<file path="config.mk">
export PLATFORM = sky130hd
export DESIGN_NAME = cacheline_adaptor_flat
export DESIGN_NICKNAME = d
export VERILOG_FILES = /design/src/rtl/cacheline_adaptor_pkg.sv /design/src/rtl/cacheline_adaptor_if.sv /design/src/rtl/cacheline_adaptor.sv /design/src/flat_wrapper.sv
export SDC_FILE = /design/constraint.sdc
export NUM_CORES = 1
export LEC_CHECK = 0
export ABC_CLOCK_PERIOD_IN_PS = 3100
export BUFFER_PORTS_ARGS = -buffer_cell sky130_fd_sc_hd__buf_2
export CAP_MARGIN = 20
export CORE_AREA = 5 5 275 277
export CTS_CLUSTER_SIZE = 16
export DETAILED_ROUTE_END_ITERATION = 10
export DIE_AREA = 0 0 280 282
export PLACE_DENSITY = 0.49
export SLEW_MARGIN = 20
export SYNTH_ARGS = -nofsm -noshare
export SYNTH_HDL_FRONTEND = slang
export SYNTH_SLANG_ARGS = --single-unit
</file>
<file path="constraint.sdc">
create_clock -name clk -period 3.1 [get_ports clk]
set_clock_uncertainty 0.15 [all_clocks]
set_input_delay 0.31 -clock clk [delete_from_list [all_inputs] [get_ports clk]]
set_output_delay 0.31 -clock clk [all_outputs]
set_load 0.1 [all_outputs]
</file>
<file path="src/rtl/cacheline_adaptor_pkg.sv">
// Shared constants and state type for the 256-bit line to 4x64-bit burst adaptor.
// The cache datapath imports LINE_W/OFFSET_W from here as well.
package cacheline_adaptor_pkg;

    localparam int BEATS    = 4;
    localparam int BEAT_W   = 64;
    localparam int LINE_W   = BEATS * BEAT_W;
    localparam int OFFSET_W = 5;
    localparam int ADDR_W   = 32;
    localparam int CNT_W    = 2;

    localparam logic [CNT_W-1:0]  LAST_BEAT = CNT_W'(BEATS - 1);
    localparam logic [ADDR_W-1:0] LINE_MASK = ~ADDR_W'((1 << OFFSET_W) - 1);

    typedef enum logic [1:0] {
        IDLE = 2'd0,
        RD   = 2'd1,
        WR   = 2'd2,
        DONE = 2'd3
    } state_e;

    function automatic logic [ADDR_W-1:0] line_align(input logic [ADDR_W-1:0] addr);
        return addr & LINE_MASK;
    endfunction

endpackage

</file>
<file path="src/rtl/cacheline_adaptor_if.sv">
// Cache-side line handshake plus memory-side burst bus for the cacheline adaptor.
// slave: the adaptor's view; master: the surrounding cache/memory environment.
interface cacheline_adaptor_if;
    import cacheline_adaptor_pkg::*;

    logic [LINE_W-1:0] line_i;
    logic [LINE_W-1:0] line_o;
    logic [ADDR_W-1:0] address_i;
    logic              read_i;
    logic              write_i;
    logic              resp_o;

    logic [BEAT_W-1:0] burst_i;
    logic [BEAT_W-1:0] burst_o;
    logic [ADDR_W-1:0] address_o;
    logic              read_o;
    logic              write_o;
    logic              resp_i;

    modport slave (
        input  line_i, address_i, read_i, write_i, burst_i, resp_i,
        output line_o, resp_o, burst_o, address_o, read_o, write_o
    );

    modport master (
        output line_i, address_i, read_i, write_i, burst_i, resp_i,
        input  line_o, resp_o, burst_o, address_o, read_o, write_o
    );

endinterface

</file>
<file path="src/rtl/cacheline_adaptor.sv">
// Splits one 256-bit cache line transfer into a 4-beat 64-bit memory burst and
// answers the cache with a single-cycle resp_o once the burst completes.
//
// state | meaning
// IDLE  | waiting for a line request; write wins over read
// RD    | read burst in flight, beats assembled into line_o by cnt
// WR    | write burst in flight, burst_o presents buffered beat cnt
// DONE  | resp_o high for one cycle; requests and strobes ignored
module cacheline_adaptor
    import cacheline_adaptor_pkg::*;
(
    input  logic                clk,
    input  logic                rst,
    cacheline_adaptor_if.slave  bus
);

    state_e            state_q, state_d;
    logic [CNT_W-1:0]  cnt_q, cnt_d;
    logic [LINE_W-1:0] rd_line_q, rd_line_d;
    logic [LINE_W-1:0] wr_line_q, wr_line_d;
    logic [ADDR_W-1:0] addr_q, addr_d;
    logic              read_q, read_d;
    logic              write_q, write_d;
    logic              resp_q, resp_d;

    always_comb begin
        state_d   = state_q;
        cnt_d     = cnt_q;
        rd_line_d = rd_line_q;
        wr_line_d = wr_line_q;
        addr_d    = addr_q;

        case (state_q)
            IDLE: begin
                if (bus.write_i) begin
                    state_d   = WR;
                    wr_line_d = bus.line_i;
                    addr_d    = line_align(bus.address_i);
                    cnt_d     = '0;
                end else if (bus.read_i) begin
                    state_d = RD;
                    addr_d  = line_align(bus.address_i);
                    cnt_d   = '0;
                end
            end
            RD: begin
                if (bus.resp_i) begin
                    rd_line_d[cnt_q*BEAT_W +: BEAT_W] = bus.burst_i;
                    cnt_d = cnt_q + CNT_W'(1);
                    if (cnt_q == LAST_BEAT) state_d = DONE;
                end
            end
            WR: begin
                if (bus.resp_i) begin
                    cnt_d = cnt_q + CNT_W'(1);
                    if (cnt_q == LAST_BEAT) state_d = DONE;
                end
            end
            DONE:    state_d = IDLE;
            default: state_d = IDLE;
        endcase

        // Moore outputs are registered from the next state so they align with it.
        read_d  = (state_d == RD);
        write_d = (state_d == WR);
        resp_d  = (state_d == DONE);
    end

    always_ff @(posedge clk) begin
        if (rst) begin
            state_q   <= IDLE;
            cnt_q     <= '0;
            rd_line_q <= '0;
            wr_line_q <= '0;
            addr_q    <= '0;
            read_q    <= 1'b0;
            write_q   <= 1'b0;
            resp_q    <= 1'b0;
        end else begin
            state_q   <= state_d;
            cnt_q     <= cnt_d;
            rd_line_q <= rd_line_d;
            wr_line_q <= wr_line_d;
            addr_q    <= addr_d;
            read_q    <= read_d;
            write_q   <= write_d;
            resp_q    <= resp_d;
        end
    end

    assign bus.line_o    = rd_line_q;
    assign bus.burst_o   = wr_line_q[cnt_q*BEAT_W +: BEAT_W];
    assign bus.address_o = addr_q;
    assign bus.read_o    = read_q;
    assign bus.write_o   = write_q;
    assign bus.resp_o    = resp_q;

endmodule

</file>
<file path="src/flat_wrapper.sv">
// flat-port wrapper written by rule: the top's interface ports become plain ports
module cacheline_adaptor_flat import cacheline_adaptor_pkg::*;
  (clk, rst, bus_line_i, bus_address_i, bus_read_i, bus_write_i, bus_burst_i, bus_resp_i, bus_line_o, bus_resp_o, bus_burst_o, bus_address_o, bus_read_o, bus_write_o);
  cacheline_adaptor_if bus_i ();
  input  logic clk;
  input  logic rst;
  input wire logic [$bits(bus_i.line_i)-1:0] bus_line_i;
  input wire logic [$bits(bus_i.address_i)-1:0] bus_address_i;
  input wire logic [$bits(bus_i.read_i)-1:0] bus_read_i;
  input wire logic [$bits(bus_i.write_i)-1:0] bus_write_i;
  input wire logic [$bits(bus_i.burst_i)-1:0] bus_burst_i;
  input wire logic [$bits(bus_i.resp_i)-1:0] bus_resp_i;
  output wire logic [$bits(bus_i.line_o)-1:0] bus_line_o;
  output wire logic [$bits(bus_i.resp_o)-1:0] bus_resp_o;
  output wire logic [$bits(bus_i.burst_o)-1:0] bus_burst_o;
  output wire logic [$bits(bus_i.address_o)-1:0] bus_address_o;
  output wire logic [$bits(bus_i.read_o)-1:0] bus_read_o;
  output wire logic [$bits(bus_i.write_o)-1:0] bus_write_o;
  assign bus_i.line_i = bus_line_i;
  assign bus_i.address_i = bus_address_i;
  assign bus_i.read_i = bus_read_i;
  assign bus_i.write_i = bus_write_i;
  assign bus_i.burst_i = bus_burst_i;
  assign bus_i.resp_i = bus_resp_i;
  assign bus_line_o = bus_i.line_o;
  assign bus_resp_o = bus_i.resp_o;
  assign bus_burst_o = bus_i.burst_o;
  assign bus_address_o = bus_i.address_o;
  assign bus_read_o = bus_i.read_o;
  assign bus_write_o = bus_i.write_o;
  cacheline_adaptor u_core (.clk(clk), .rst(rst), .bus(bus_i));
endmodule
</file>
==> flow_summary.html, run 1 <==
<table>
<tr><th>Metric</th><th>Value</th></tr>
<tr><th colspan="2">Worst setup path</th></tr>
<tr><td>Largest fanout of any net on the critical path</td><td>32</td></tr>
<tr><td>Type of destination of the critical path</td><td>output pin</td></tr>
<tr><td>Worst path arrival time</td><td>2.43 ns</td></tr>
<tr><td>Max stage delay on crit path</td><td>0.58 ns</td></tr>
<tr><td>Largest delay share family, worst path</td><td>buffers and inverters</td></tr>
<tr><td>Required time at the endpoint of the critical path</td><td>2.64 ns</td></tr>
<tr><td>Launching element type of the critical path</td><td>register</td></tr>
<tr><td>Cell at the slowest stage of the critical path</td><td>sky130_fd_sc_hd__mux4_2</td></tr>
<tr><td>Critical Setup Path Class</td><td>register to output pin</td></tr>
<tr><td>Critical path buffer and inverter count</td><td>2</td></tr>
<tr><td>Sequence of cells on the critical path</td><td>buf_12, mux4_2, buf_2</td></tr>
<tr><th colspan="2">Synth</th></tr>
<tr><td>Number of warning messages in the yosys log</td><td>0</td></tr>
<tr><td>Post-synth top area share</td><td>0.541</td></tr>
<tr><td>Top post-synthesis cells by count</td><td>632 x sky130_fd_sc_hd__nand2_1, 546 x sky130_fd_sc_hd__dfxtp_1, 350 x sky130_fd_sc_hd__a21oi_1</td></tr>
<tr><td>Mean instance size in the synthesized netlist</td><td>9.65 um^2</td></tr>
<tr><td>Share of synthesized flip-flops with an asynchronous set or reset</td><td>0</td></tr>
<tr><td>Number of synthesized flops with an enable pin</td><td>0</td></tr>
<tr><td>Most used standard cell by instance count after synthesis</td><td>sky130_fd_sc_hd__nand2_1</td></tr>
<tr><td>Top flip-flop cell by instance count after synthesis</td><td>sky130_fd_sc_hd__dfxtp_1</td></tr>
<tr><td>Cell count after synthesis</td><td>2,093</td></tr>
<tr><td>Number of synthesized register bits</td><td>546</td></tr>
<tr><td>Area of the mapped netlist</td><td>20,200 um^2</td></tr>
<tr><td>Dominant cell type by area after synthesis</td><td>sky130_fd_sc_hd__dfxtp_1</td></tr>
<tr><td>Sequential area share after synthesis</td><td>0.541</td></tr>
<tr><td>Synth cell types</td><td>48</td></tr>
<tr><td>Area contributors post-synth</td><td>sky130_fd_sc_hd__dfxtp_1 54%, sky130_fd_sc_hd__nand2_1 12%, sky130_fd_sc_hd__a21oi_1 8.7%, sky130_fd_sc_hd__mux4_2 7.1%, sky130_fd_sc_hd__a22o_1 5.5%</td></tr>
<tr><th colspan="2">Routing</th></tr>
<tr><td>Number of nets still failing antenna checks after routing</td><td>0</td></tr>
<tr><td>Detailed-route vias per instance</td><td>4.79</td></tr>
<tr><td>Via count</td><td>19,500</td></tr>
<tr><td>Drt initial violations</td><td>1,099</td></tr>
<tr><td>Average detailed-routed wire length per instance</td><td>19.2 um</td></tr>
<tr><td>Number of search-and-repair iterations in the first detailed-routing pass</td><td>4</td></tr>
<tr><td>Total routed wirelength</td><td>77.9 mm</td></tr>
<tr><td>DRC</td><td>0</td></tr>
<tr><th colspan="2">Floorplanning</th></tr>
<tr><td>Core region area</td><td>72,600 um^2</td></tr>
<tr><td>Initial core utilization</td><td>0.278</td></tr>
<tr><td>Die span in x</td><td>280 um</td></tr>
<tr><td>Height of the die</td><td>282 um</td></tr>
<tr><td>Die outline area</td><td>79,000 um^2</td></tr>
<tr><td>I/O pin cnt</td><td>712</td></tr>
<tr><td>Num rows</td><td>99</td></tr>
<tr><th colspan="2">Global routing</th></tr>
<tr><td>Met3 GRT Util</td><td>0.0493</td></tr>
<tr><td>Number of global-route vias before repair</td><td>19,800</td></tr>
<tr><td>Antenna violations before repair</td><td>12</td></tr>
<tr><td>Overflow left after global routing</td><td>0</td></tr>
<tr><td>Global route hottest layer</td><td>met2</td></tr>
<tr><td>Met2 Resource Use GR</td><td>0.327</td></tr>
<tr><td>Pin count of the biggest net entering global routing</td><td>129</td></tr>
<tr><td>Met1 routing resource usage after global routing</td><td>0.217</td></tr>
<tr><td>Global-route total usage across every layer</td><td>0.185</td></tr>
<tr><td>First-pass GRT wire length</td><td>116 mm</td></tr>
<tr><th colspan="2">Timing</th></tr>
<tr><td>RSZ-0062 raised after global routing</td><td>false</td></tr>
<tr><td>Final sum of negative setup slack</td><td>0 ns</td></tr>
<tr><td>Slew at the pin closest to its max-slew limit</td><td>1.08 ns</td></tr>
<tr><td>Fmax achieved</td><td>0.346 GHz</td></tr>
<tr><td>Clock period minus final worst setup slack</td><td>2.89 ns</td></tr>
<tr><td>Finish-stage setup viols</td><td>0</td></tr>
<tr><td>Count of final hold-check violations</td><td>0</td></tr>
<tr><td>Slew Limit Fails</td><td>0</td></tr>
<tr><td>Tcrit/Tclk final</td><td>0.933</td></tr>
<tr><td>Max-slew headroom</td><td>0.280</td></tr>
<tr><td>Tightest hold margin</td><td>0.0935 ns</td></tr>
<tr><th colspan="2">Placement</th></tr>
<tr><td>Placed cells</td><td>3,598</td></tr>
<tr><td>Hpwl dp</td><td>53.5 mm</td></tr>
<tr><td>Global placer's final weighted congestion</td><td>0.834</td></tr>
<tr><td>IO buf count</td><td>701</td></tr>
<tr><th colspan="2">Power</th></tr>
<tr><td>Post-route total power</td><td>17.2 mW</td></tr>
<tr><td>Leakage power total</td><td>12.8 nW</td></tr>
<tr><td>Pwr Density</td><td>578 nW/um^2</td></tr>
<tr><td>Worst IR Drop VDD</td><td>0.000442 V</td></tr>
<tr><th colspan="2">Run</th></tr>
<tr><td>Max-cap violation count</td><td>0</td></tr>
<tr><th colspan="2">Hold path</th></tr>
<tr><td>Min-Delay Path Class</td><td>input port to register</td></tr>
<tr><th colspan="2">CTS</th></tr>
<tr><td>Bufs on Longest Clock Path</td><td>3</td></tr>
<tr><td>Clock-pin slew on the worst setup and hold paths</td><td>0.06 ns</td></tr>
<tr><td>Clock tree sinks</td><td>546</td></tr>
<tr><td>Clock insertion delay at the later pin of the skew report</td><td>0.61 ns</td></tr>
<tr><td>CTS root buf</td><td>sky130_fd_sc_hd__clkbuf_16</td></tr>
<tr><td>Number of H-tree branching levels</td><td>2</td></tr>
<tr><td>CTS tree</td><td>done</td></tr>
<tr><td>Number of buffers inserted during clock tree synthesis</td><td>59</td></tr>
<tr><th colspan="2">Cells and area</th></tr>
<tr><td>FILL cells</td><td>7,219</td></tr>
<tr><td>Proportion of layout cells with a drive suffix above 1</td><td>0.294</td></tr>
<tr><td>Layout Cells excl Fill</td><td>4,066</td></tr>
<tr><td>Final design utilization</td><td>0.410</td></tr>
<tr><td>Area added between synthesis and finish</td><td>47.3%</td></tr>
<tr><td>Net total in the final layout</td><td>3,420</td></tr>
<tr><th colspan="2">Status</th></tr>
<tr><td>Status</td><td>finished clean</td></tr>
</table>
## sequential cells by signal (all words and copies together) (netlist names)
| name | cells |
|---|---|
| u_core.bus.resp_o | 1 |
| u_core.bus.read_o | 1 |
| u_core.wr_line_q | 256 |
| u_core.cnt_q | 2 |
| u_core.bus.write_o | 1 |
| u_core.bus.address_o | 27 |
| u_core.bus.line_o | 256 |
| u_core.state_q | 2 |
## tightest hold or removal path, delay by kind of cell
kind / cells / cell delay, ns
simple gates: 1 / 0.04
compound gates: 1 / 0.22
buf+inv: 1 / 0.23
## routing by layer
metal	wire, um	up-vias
li1	-	9235
met1	31000	9321
met2	38300	728
met3	5940	164
met4	2690	12
met5	70	-
## power by group
part | switching [mW] | leakage (nW) | total (mW) | internal [mW]
registers | 0.153 | 4.45 | 7.45 | 7.29
logic | 1.91 | 7.39 | 2.84 | 0.927
clock network | 2.90 | 0.935 | 6.91 | 4.01
## placed cells by master, fill, tap and decap left out, types with 10 or more instances in the layout
cell                            count
sky130_fd_sc_hd__a32o_1            61
sky130_fd_sc_hd__a21oi_1          350
sky130_fd_sc_hd__dlygate4sd3_1    352
sky130_fd_sc_hd__dfxtp_1          544
sky130_fd_sc_hd__nand2_1          631
sky130_fd_sc_hd__clkbuf_16         60
sky130_fd_sc_hd__buf_4             16
sky130_fd_sc_hd__clkbuf_8          14
sky130_fd_sc_hd__buf_12            14
sky130_fd_sc_hd__clkbuf_1          18
sky130_fd_sc_hd__buf_2            700
sky130_fd_sc_hd__ha_1              10
sky130_fd_sc_hd__nand3_1           65
sky130_fd_sc_hd__a22o_1           127
sky130_fd_sc_hd__mux4_2            64
## area by class of cell
| type | count | area [um^2] | share of cell area |
|---|---|---|---|
| sequential | 546 | 10900 | 0.368 |
| multi-input combinational | 1354 | 8190 | 0.275 |
| timing repair buffer | 1085 | 7480 | 0.251 |
| clock buffer | 91 | 1740 | 0.0584 |
| tap | 959 | 1200 | 0.0403 |
| clock inverter | 17 | 158 | 0.00530 |
| inverter | 7 | 33.8 | 0.00114 |
| antenna | 7 | 17.5 | 0.000589 |
## per-stage QoR
step | cell area, um^2 | setup slack (ns)
finish | 29700 | 0.207
global route | 29700 | 0.0824
CTS | 29700 | 0.00470
detailed placement | 24300 | 0.449
global placement | 24300 | 0.523
floorplan | 20200 | 0.618
## final timing paths
kind / startpoint / to / slack, ns / cells past startpoint
setup / recovery: u_core.cnt_q[0]$_SDFFE_PP0P_ / bus_burst_o[32] / 0.21 / 3
hold / removal: bus_write_i / u_core.state_q[0]$_SDFF_PP0_ / 0.09 / 3
setup reg to reg: u_core.state_q[0]$_SDFF_PP0_ / u_core.wr_line_q[6]$_SDFFE_PP0P_ / 0.47 / 7
hold reg to reg: u_core.bus.line_o[173]$_SDFFE_PP0P_ / u_core.bus.line_o[173]$_SDFFE_PP0P_ / 0.30 / 2
## timing repair
| item | CTS | global route |
|---|---|---|
| hold buffers | 352 | 0 |
| resized for setup | 1 | 0 |
| pin swaps | 0 | 0 |
| hold endpoints to repair | 539 | 0 |
| endpoints found under the setup margin | 5 | 23 |
| setup buffers | 0 | 1 |
## cell families after synthesis
logic type      synth area share
simple gates               0.144
compound gates             0.180
flops                      0.541
buf+inv                   0.0574
mux                       0.0714
fa+ha+maj                0.00620
other cells             0.000186
No activity file was read; power rests on OpenSTA's default activity.
==> inputs of run 2 (changes only) <==
--- a/config.mk
+++ b/config.mk
@@ -5,7 +5,7 @@
 export SDC_FILE = /design/constraint.sdc
 export NUM_CORES = 1
 export LEC_CHECK = 0
-export ABC_CLOCK_PERIOD_IN_PS = 3100
+export ABC_CLOCK_PERIOD_IN_PS = 3000
 export BUFFER_PORTS_ARGS = -buffer_cell sky130_fd_sc_hd__buf_2
 export CAP_MARGIN = 20
 export CORE_AREA = 5 5 275 277
@@ -17,3 +17,4 @@
 export SYNTH_ARGS = -nofsm -noshare
 export SYNTH_HDL_FRONTEND = slang
 export SYNTH_SLANG_ARGS = --single-unit
+export TNS_END_PERCENT = 5
==> constraint.sdc (replaced) <==
create_clock -name clk -period 3 [get_ports clk]
set_clock_uncertainty 0.15 [all_clocks]
set_input_delay 0.3 -clock clk [delete_from_list [all_inputs] [get_ports clk]]
set_output_delay 0.3 -clock clk [all_outputs]
set_load 0.1 [all_outputs]
==> run 2 against run 1 <==
Effect of this change: clock-buffer cell count decreased by 1; cell area rose by 0.55%; worst hold slack lost 0.029 ns; via count barely moved; sequential share of layout area decreased by 0.20 points; global-route usage decreased by 0.14 points; clock power rose by 11%; total power is 6.2% higher; sequential power grew 3.2%; largest power group unchanged.
==> flow_summary.html, run 2 (synthesis gave the netlist of run 1 again) <==
<table>
<tr><th>Metric</th><th>Value</th></tr>
<tr><th colspan="2">Status</th></tr>
<tr><td>Status</td><td>finished clean</td></tr>
<tr><th colspan="2">Global routing</th></tr>
<tr><td>Global-route total usage across every layer</td><td>0.183</td></tr>
<tr><td>Global route hottest layer</td><td>met2</td></tr>
<tr><td>First-pass GRT wire length</td><td>116 mm</td></tr>
<tr><td>Met3 GRT Util</td><td>0.0474</td></tr>
<tr><td>Antenna violations before repair</td><td>12</td></tr>
<tr><td>Pin count of the biggest net entering global routing</td><td>147</td></tr>
<tr><td>Overflow left after global routing</td><td>0</td></tr>
<tr><td>Met1 routing resource usage after global routing</td><td>0.217</td></tr>
<tr><td>Number of global-route vias before repair</td><td>19,800</td></tr>
<tr><td>Met2 Resource Use GR</td><td>0.326</td></tr>
<tr><th colspan="2">Worst setup path</th></tr>
<tr><td>Worst path arrival time</td><td>2.37 ns</td></tr>
<tr><td>Max stage delay on crit path</td><td>0.62 ns</td></tr>
<tr><td>Cell at the slowest stage of the critical path</td><td>sky130_fd_sc_hd__mux4_2</td></tr>
<tr><td>Type of destination of the critical path</td><td>output pin</td></tr>
<tr><td>Required time at the endpoint of the critical path</td><td>2.55 ns</td></tr>
<tr><td>Critical Setup Path Class</td><td>register to output pin</td></tr>
<tr><td>Sequence of cells on the critical path</td><td>buf_12, mux4_2, buf_2</td></tr>
<tr><td>Largest fanout of any net on the critical path</td><td>36</td></tr>
<tr><td>Launching element type of the critical path</td><td>register</td></tr>
<tr><th colspan="2">CTS</th></tr>
<tr><td>Post-CTS setup repair buffer count</td><td>0</td></tr>
<tr><td>Number of H-tree branching levels</td><td>2</td></tr>
<tr><td>Number of buffers inserted during clock tree synthesis</td><td>60</td></tr>
<tr><td>Bufs on Longest Clock Path</td><td>3</td></tr>
<tr><td>Cts hold-fix bufs</td><td>347</td></tr>
<tr><td>CTS root buf</td><td>sky130_fd_sc_hd__clkbuf_16</td></tr>
<tr><td>Clock insertion delay at the later pin of the skew report</td><td>0.61 ns</td></tr>
<tr><td>Clock-pin slew on the worst setup and hold paths</td><td>0.06 ns</td></tr>
<tr><td>Post-CTS sizing</td><td>0</td></tr>
<tr><td>CTS tree</td><td>done</td></tr>
<tr><td>Clock tree sinks</td><td>546</td></tr>
<tr><th colspan="2">Timing</th></tr>
<tr><td>Tightest hold margin</td><td>0.0644 ns</td></tr>
<tr><td>Max-slew headroom</td><td>0.434</td></tr>
<tr><td>Tcrit/Tclk final</td><td>0.940</td></tr>
<tr><td>Clock period minus final worst setup slack</td><td>2.82 ns</td></tr>
<tr><td>Final sum of negative setup slack</td><td>0 ns</td></tr>
<tr><td>Count of final hold-check violations</td><td>0</td></tr>
<tr><td>RSZ-0062 raised after global routing</td><td>false</td></tr>
<tr><td>Fmax achieved</td><td>0.355 GHz</td></tr>
<tr><td>Final setup margin</td><td>0.181 ns</td></tr>
<tr><td>Slew at the pin closest to its max-slew limit</td><td>0.849 ns</td></tr>
<tr><td>Slew Limit Fails</td><td>0</td></tr>
<tr><td>Finish-stage setup viols</td><td>0</td></tr>
<tr><th colspan="2">Floorplanning</th></tr>
<tr><td>Height of the die</td><td>282 um</td></tr>
<tr><td>Die outline area</td><td>79,000 um^2</td></tr>
<tr><td>Core region area</td><td>72,600 um^2</td></tr>
<tr><td>Num rows</td><td>99</td></tr>
<tr><td>Die span in x</td><td>280 um</td></tr>
<tr><td>Initial core utilization</td><td>0.278</td></tr>
<tr><td>I/O pin cnt</td><td>712</td></tr>
<tr><th colspan="2">Placement</th></tr>
<tr><td>Hpwl dp</td><td>53.1 mm</td></tr>
<tr><td>Pre-CTS worst setup slack</td><td>0.726 ns</td></tr>
<tr><td>Global placer's final weighted congestion</td><td>0.831</td></tr>
<tr><td>IO buf count</td><td>701</td></tr>
<tr><td>Placed instance area</td><td>24,300 um^2</td></tr>
<tr><td>Placed cells</td><td>3,596</td></tr>
<tr><th colspan="2">Routing</th></tr>
<tr><td>Average detailed-routed wire length per instance</td><td>19.0 um</td></tr>
<tr><td>Detailed-route vias per instance</td><td>4.78</td></tr>
<tr><td>Via count</td><td>19,400</td></tr>
<tr><td>DRC</td><td>0</td></tr>
<tr><td>Total routed wirelength</td><td>77.4 mm</td></tr>
<tr><td>Number of nets still failing antenna checks after routing</td><td>0</td></tr>
<tr><td>Number of search-and-repair iterations in the first detailed-routing pass</td><td>5</td></tr>
<tr><td>Drt initial violations</td><td>1,058</td></tr>
<tr><th colspan="2">Cells and area</th></tr>
<tr><td>Layout Cells excl Fill</td><td>4,065</td></tr>
<tr><td>Area added between synthesis and finish</td><td>48.1%</td></tr>
<tr><td>Commonest cells after routing, fill and taps aside</td><td>700 x sky130_fd_sc_hd__buf_2, 631 x sky130_fd_sc_hd__nand2_1, 544 x sky130_fd_sc_hd__dfxtp_1, 350 x sky130_fd_sc_hd__a21oi_1, 347 x sky130_fd_sc_hd__dlygate4sd3_1</td></tr>
<tr><td>Net total in the final layout</td><td>3,413</td></tr>
<tr><td>Total non-filler cell area in the finished layout</td><td>29,900 um^2</td></tr>
<tr><td>Most common library cell in the layout ignoring fill and taps</td><td>sky130_fd_sc_hd__buf_2</td></tr>
<tr><td>Proportion of layout cells with a drive suffix above 1</td><td>0.298</td></tr>
<tr><td>Final design utilization</td><td>0.412</td></tr>
<tr><td>FILL cells</td><td>7,263</td></tr>
<tr><th colspan="2">Power</th></tr>
<tr><td>Leakage power total</td><td>12.8 nW</td></tr>
<tr><td>Post-route total power</td><td>18.3 mW</td></tr>
<tr><td>Pwr Density</td><td>610 nW/um^2</td></tr>
<tr><td>Worst IR Drop VDD</td><td>0.000434 V</td></tr>
<tr><th colspan="2">Run</th></tr>
<tr><td>Max-cap violation count</td><td>0</td></tr>
<tr><th colspan="2">Hold path</th></tr>
<tr><td>Min-Delay Path Class</td><td>input port to register</td></tr>
</table>
==> run 2: cell types whose count changed in the layout (fill, tap and decap cells not counted), sizes merged, moves of 2 or more <==
cell	before	now
dlygate4sd3	352	347
clkinv	9	15
bufinv	2	5
buf	732	730
inv	12	10
clkbuf	92	90
diode	7	9
==> run 2: power breakdown <==
part	total (mW)	internal [mW]	switching [mW]
registers	7.69	7.54	0.152
logic	2.92	0.949	1.97
clock network	7.65	4.62	3.03
==> run 2: path summary, 6_finish.rpt <==
check | from | end | slack [ns] | cells after the start
worst min-delay path | rst | u_core.bus.line_o[160]$_SDFFE_PP0P_ | 0.06 | 2
worst min register to register | u_core.bus.line_o[154]$_SDFFE_PP0P_ | u_core.bus.line_o[154]$_SDFFE_PP0P_ | 0.29 | 2
worst max-delay path | u_core.cnt_q[0]$_SDFFE_PP0P_ | bus_burst_o[37] | 0.18 | 3
worst max register to register | u_core.cnt_q[0]$_SDFFE_PP0P_ | u_core.bus.line_o[222]$_SDFFE_PP0P_ | 0.73 | 6
==> run 2: metal layers <==
metal,routed length [um],share of wire
met2,38400,0.50
met1,30900,0.40
met3,5760,0.074
met5,36,0.00047
met4,2330,0.030
==> run 2: cell type report <==
cell class | instances | area (um^2) | share of cell area
clock inverter | 23 | 259 | 0.00866
tap | 959 | 1200 | 0.0401
inverter | 7 | 33.8 | 0.00113
timing repair buffer | 1077 | 7450 | 0.249
multi-input combinational | 1354 | 8190 | 0.274
antenna | 9 | 22.5 | 0.000753
clock buffer | 90 | 1830 | 0.0610
sequential | 546 | 10900 | 0.366
==> run 2: worst max-delay path, delay by kind of cell (launching register included) <==
family / cells / cell delay (ns)
buf+inv: 2 / 0.67
mux: 1 / 0.62
flops: 1 / 0.45
==> inputs of run 3 (changes only) <==
==> constraint.sdc (replaced) <==
create_clock -name clk -period 3 [get_ports clk]
set_clock_uncertainty 0.15 [all_clocks]
set_input_delay 0.3 -clock clk [delete_from_list [all_inputs] [get_ports clk]]
set_output_delay 0.3 -clock clk [all_outputs]
set_load 0.01 [all_outputs]
==> run 3 against run 2 <==
Effect of this change: first-iteration DRC count up 2.6%; worst hold slack improved by 0.055 ns; worst setup slack gained 0.028 ns; clock power shrank 1%; critical path type unchanged; combinational power is 28% lower; via count grew 0.29%; clock-buffer cell count rose by 2; sequential share of layout area down 0.34 points; core utilization is 0.39 points higher; highest routed layer unchanged; largest cell class unchanged; global-route usage up 0.38 points; maximum frequency up 0.99%; die area stayed put.
==> flow_summary.html, run 3 (synthesis gave the netlist of run 1 again) <==
<table>
<tr><th>Metric</th><th>Value</th></tr>
<tr><th colspan="2">CTS</th></tr>
<tr><td>Number of H-tree branching levels</td><td>2</td></tr>
<tr><td>Clock insertion delay at the later pin of the skew report</td><td>0.61 ns</td></tr>
<tr><td>Post-CTS sizing</td><td>0</td></tr>
<tr><td>Number of buffers inserted during clock tree synthesis</td><td>61</td></tr>
<tr><td>CTS tree</td><td>done</td></tr>
<tr><td>CTS root buf</td><td>sky130_fd_sc_hd__clkbuf_16</td></tr>
<tr><td>Clock-pin slew on the worst setup and hold paths</td><td>0.06 ns</td></tr>
<tr><td>Bufs on Longest Clock Path</td><td>3</td></tr>
<tr><td>Clock tree sinks</td><td>546</td></tr>
<tr><th colspan="2">Timing</th></tr>
<tr><td>Final sum of negative setup slack</td><td>0 ns</td></tr>
<tr><td>Slew at the pin closest to its max-slew limit</td><td>0.885 ns</td></tr>
<tr><td>RSZ-0062 raised after global routing</td><td>false</td></tr>
<tr><td>Fmax achieved</td><td>0.358 GHz</td></tr>
<tr><td>Tcrit/Tclk final</td><td>0.931</td></tr>
<tr><td>Finish-stage setup viols</td><td>0</td></tr>
<tr><td>Count of final hold-check violations</td><td>0</td></tr>
<tr><td>Slew Limit Fails</td><td>0</td></tr>
<tr><td>Max-slew headroom</td><td>0.410</td></tr>
<tr><td>Clock period minus final worst setup slack</td><td>2.79 ns</td></tr>
<tr><th colspan="2">Hold path</th></tr>
<tr><td>Start point of the worst hold path</td><td>bus_write_i</td></tr>
<tr><td>Hold Crit Depth</td><td>3</td></tr>
<tr><td>Hold-critical path endpoint</td><td>u_core.state_q[0]$_SDFF_PP0_</td></tr>
<tr><td>Min-Delay Path Class</td><td>input port to register</td></tr>
<tr><th colspan="2">Cells and area</th></tr>
<tr><td>Combined area of the multi-input logic cells</td><td>8190 um^2</td></tr>
<tr><td>Net total in the final layout</td><td>3,451</td></tr>
<tr><td>FILL cells</td><td>7,131</td></tr>
<tr><td>Commonest cells after routing, fill and taps aside</td><td>700 x sky130_fd_sc_hd__buf_2, 631 x sky130_fd_sc_hd__nand2_1, 544 x sky130_fd_sc_hd__dfxtp_1, 380 x sky130_fd_sc_hd__dlygate4sd3_1, 350 x sky130_fd_sc_hd__a21oi_1</td></tr>
<tr><td>Most common library cell in the layout ignoring fill and taps</td><td>sky130_fd_sc_hd__buf_2</td></tr>
<tr><td>Area added between synthesis and finish</td><td>49.5%</td></tr>
<tr><td>Total non-filler cell area in the finished layout</td><td>30,200 um^2</td></tr>
<tr><td>Sequential cell area</td><td>10,900 um^2</td></tr>
<tr><td>Proportion of layout cells with a drive suffix above 1</td><td>0.295</td></tr>
<tr><th colspan="2">Power</th></tr>
<tr><td>Combinational share of power</td><td>0.120</td></tr>
<tr><td>Part of the total power dissipated in the clock network</td><td>0.437</td></tr>
<tr><td>Pwr Density</td><td>574 nW/um^2</td></tr>
<tr><td>Worst IR Drop VDD</td><td>0.000430 V</td></tr>
<tr><td>Switching power summed over all nets</td><td>4.30 mW</td></tr>
<tr><td>Internal power contribution</td><td>13.0 mW</td></tr>
<tr><td>Switching power as a share of total power</td><td>0.248</td></tr>
<tr><td>Sequential power share</td><td>0.443</td></tr>
<tr><td>Leakage power total</td><td>13.0 nW</td></tr>
<tr><th colspan="2">Floorplanning</th></tr>
<tr><td>Height of the die</td><td>282 um</td></tr>
<tr><td>Core region area</td><td>72,600 um^2</td></tr>
<tr><td>Die outline area</td><td>79,000 um^2</td></tr>
<tr><td>I/O pin cnt</td><td>712</td></tr>
<tr><td>Die span in x</td><td>280 um</td></tr>
<tr><td>Initial core utilization</td><td>0.278</td></tr>
<tr><td>Num rows</td><td>99</td></tr>
<tr><th colspan="2">Routing</th></tr>
<tr><td>DRC</td><td>0</td></tr>
<tr><td>Number of search-and-repair iterations in the first detailed-routing pass</td><td>7</td></tr>
<tr><td>Total routed wirelength</td><td>78.9 mm</td></tr>
<tr><td>Number of nets still failing antenna checks after routing</td><td>0</td></tr>
<tr><td>Detailed-route vias per instance</td><td>4.75</td></tr>
<tr><td>Average detailed-routed wire length per instance</td><td>19.2 um</td></tr>
<tr><td>Via count</td><td>19,500</td></tr>
<tr><td>Drt initial violations</td><td>1,085</td></tr>
<tr><th colspan="2">Run</th></tr>
<tr><td>Max-cap violation count</td><td>0</td></tr>
<tr><th colspan="2">Worst setup path</th></tr>
<tr><td>Sequence of cells on the critical path</td><td>buf_4, mux4_2, buf_2</td></tr>
<tr><td>Setup slack of the worst register-to-register path</td><td>0.22 ns</td></tr>
<tr><td>Critical path depth</td><td>3</td></tr>
<tr><td>Worst r2r src</td><td>u_core.state_q[0]$_SDFF_PP0_</td></tr>
<tr><td>Type of destination of the critical path</td><td>output pin</td></tr>
<tr><td>Max stage delay on crit path</td><td>0.58 ns</td></tr>
<tr><td>Launching element type of the critical path</td><td>register</td></tr>
<tr><td>Critical Setup Path Class</td><td>register to output pin</td></tr>
<tr><td>Required time at the endpoint of the critical path</td><td>2.55 ns</td></tr>
<tr><td>Reg-to-reg endpoint</td><td>u_core.wr_line_q[42]$_SDFFE_PP0P_</td></tr>
<tr><td>Number of cells traversed by the worst register-to-register path</td><td>7</td></tr>
<tr><td>Worst path arrival time</td><td>2.34 ns</td></tr>
<tr><td>Largest delay share family, worst path</td><td>buffers and inverters</td></tr>
<tr><td>Critical path buffer and inverter count</td><td>2</td></tr>
<tr><td>Cell at the slowest stage of the critical path</td><td>sky130_fd_sc_hd__mux4_2</td></tr>
<tr><td>Largest fanout of any net on the critical path</td><td>22</td></tr>
<tr><th colspan="2">Status</th></tr>
<tr><td>Status</td><td>finished clean</td></tr>
<tr><th colspan="2">Placement</th></tr>
<tr><td>Placed instance area</td><td>24,300 um^2</td></tr>
<tr><td>IO buf count</td><td>701</td></tr>
<tr><td>Global placer's final weighted congestion</td><td>0.835</td></tr>
<tr><td>Hpwl dp</td><td>53.8 mm</td></tr>
<tr><th colspan="2">Global routing</th></tr>
<tr><td>Number of global-route vias before repair</td><td>19,900</td></tr>
<tr><td>Overflow left after global routing</td><td>0</td></tr>
<tr><td>First-pass GRT wire length</td><td>118 mm</td></tr>
<tr><td>Pin count of the biggest net entering global routing</td><td>136</td></tr>
<tr><td>Antenna violations before repair</td><td>12</td></tr>
<tr><td>Global-route total usage across every layer</td><td>0.187</td></tr>
</table>
## run 3: cell type report
type	count	area share
tap	959	0.0397
inverter	7	0.00112
clock buffer	92	0.0614
timing repair buffer	1114	0.256
antenna	8	0.000663
sequential	546	0.362
clock inverter	22	0.00721
multi-input combinational	1354	0.271
## run 3: worst max-delay path by stage
stage,to,startpoint
6_report,bus_burst_o[6],u_core.cnt_q[0]$_SDFFE_PP0P_
5_1_grt,bus_burst_o[7],u_core.cnt_q[0]$_SDFFE_PP0P_
4_1_cts,bus_burst_o[7],u_core.cnt_q[0]$_SDFFE_PP0P_
3_5_place_dp,u_core.bus.line_o[222]$_SDFFE_PP0P_,u_core.cnt_q[0]$_SDFFE_PP0P_
3_3_place_gp,bus_burst_o[7],u_core.cnt_q[0]$_SDFFE_PP0P_
2_1_floorplan,u_core.bus.line_o[195]$_SDFFE_PP0P_,u_core.cnt_q[1]$_SDFFE_PP0P_
## run 3: what timing repair did
item                      in CTS  in global routing
hold buffers                 380                  0
hold endpoints to repair     541                  0
setup buffers                  0                  0
## run 3: routing by layer
layer,GRT usage,vias to the layer above,share of wire
li1,-,9307,-
met1,0.224,9271,0.40
met2,0.328,763,0.49
met3,0.0487,149,0.076
met4,0.0631,8,0.033
met5,0,-,0.00066
## run 3: stage by stage
step / hold WS (ns) / setup WS [ns] / std cells / utilization / power (mW)
6_report: 0.120 / 0.208 / 4102 / 0.416 / 17.3
5_1_grt: 0.109 / 0.0152 / 4098 / 0.416 / 18.1
3_5_place_dp: 0.291 / 0.720 / 3600 / 0.335 / 9.52
3_3_place_gp: 0.287 / 0.756 / 3600 / 0.335 / 9.48
2_1_floorplan: 0.276 / 0.522 / 2097 / - / 8.77
4_1_cts: 0.0288 / 0.0546 / 4094 / 0.416 / 17.6
## run 3: worst register-to-register path, stage by stage, from the launching register on
cell,delay [ns]
sky130_fd_sc_hd__dfxtp_1,0.41
sky130_fd_sc_hd__inv_1,0.09
sky130_fd_sc_hd__ha_1,0.36
sky130_fd_sc_hd__nand2_4,0.53
sky130_fd_sc_hd__buf_4,0.39
sky130_fd_sc_hd__nand2_1,0.08
sky130_fd_sc_hd__a21oi_1,0.14
sky130_fd_sc_hd__dlygate4sd3_1,0.56
## run 3: power groups by stage
stage | Combinational (mW) | Sequential (mW) | Clock [mW]
floorplan | 0.958 | 7.82 | 0
global placement | 1.65 | 7.82 | 0
detailed placement | 1.68 | 7.84 | 0
CTS | 2.10 | 7.68 | 7.78
global route | 2.28 | 7.71 | 8.12
finish | 2.09 | 7.69 | 7.57
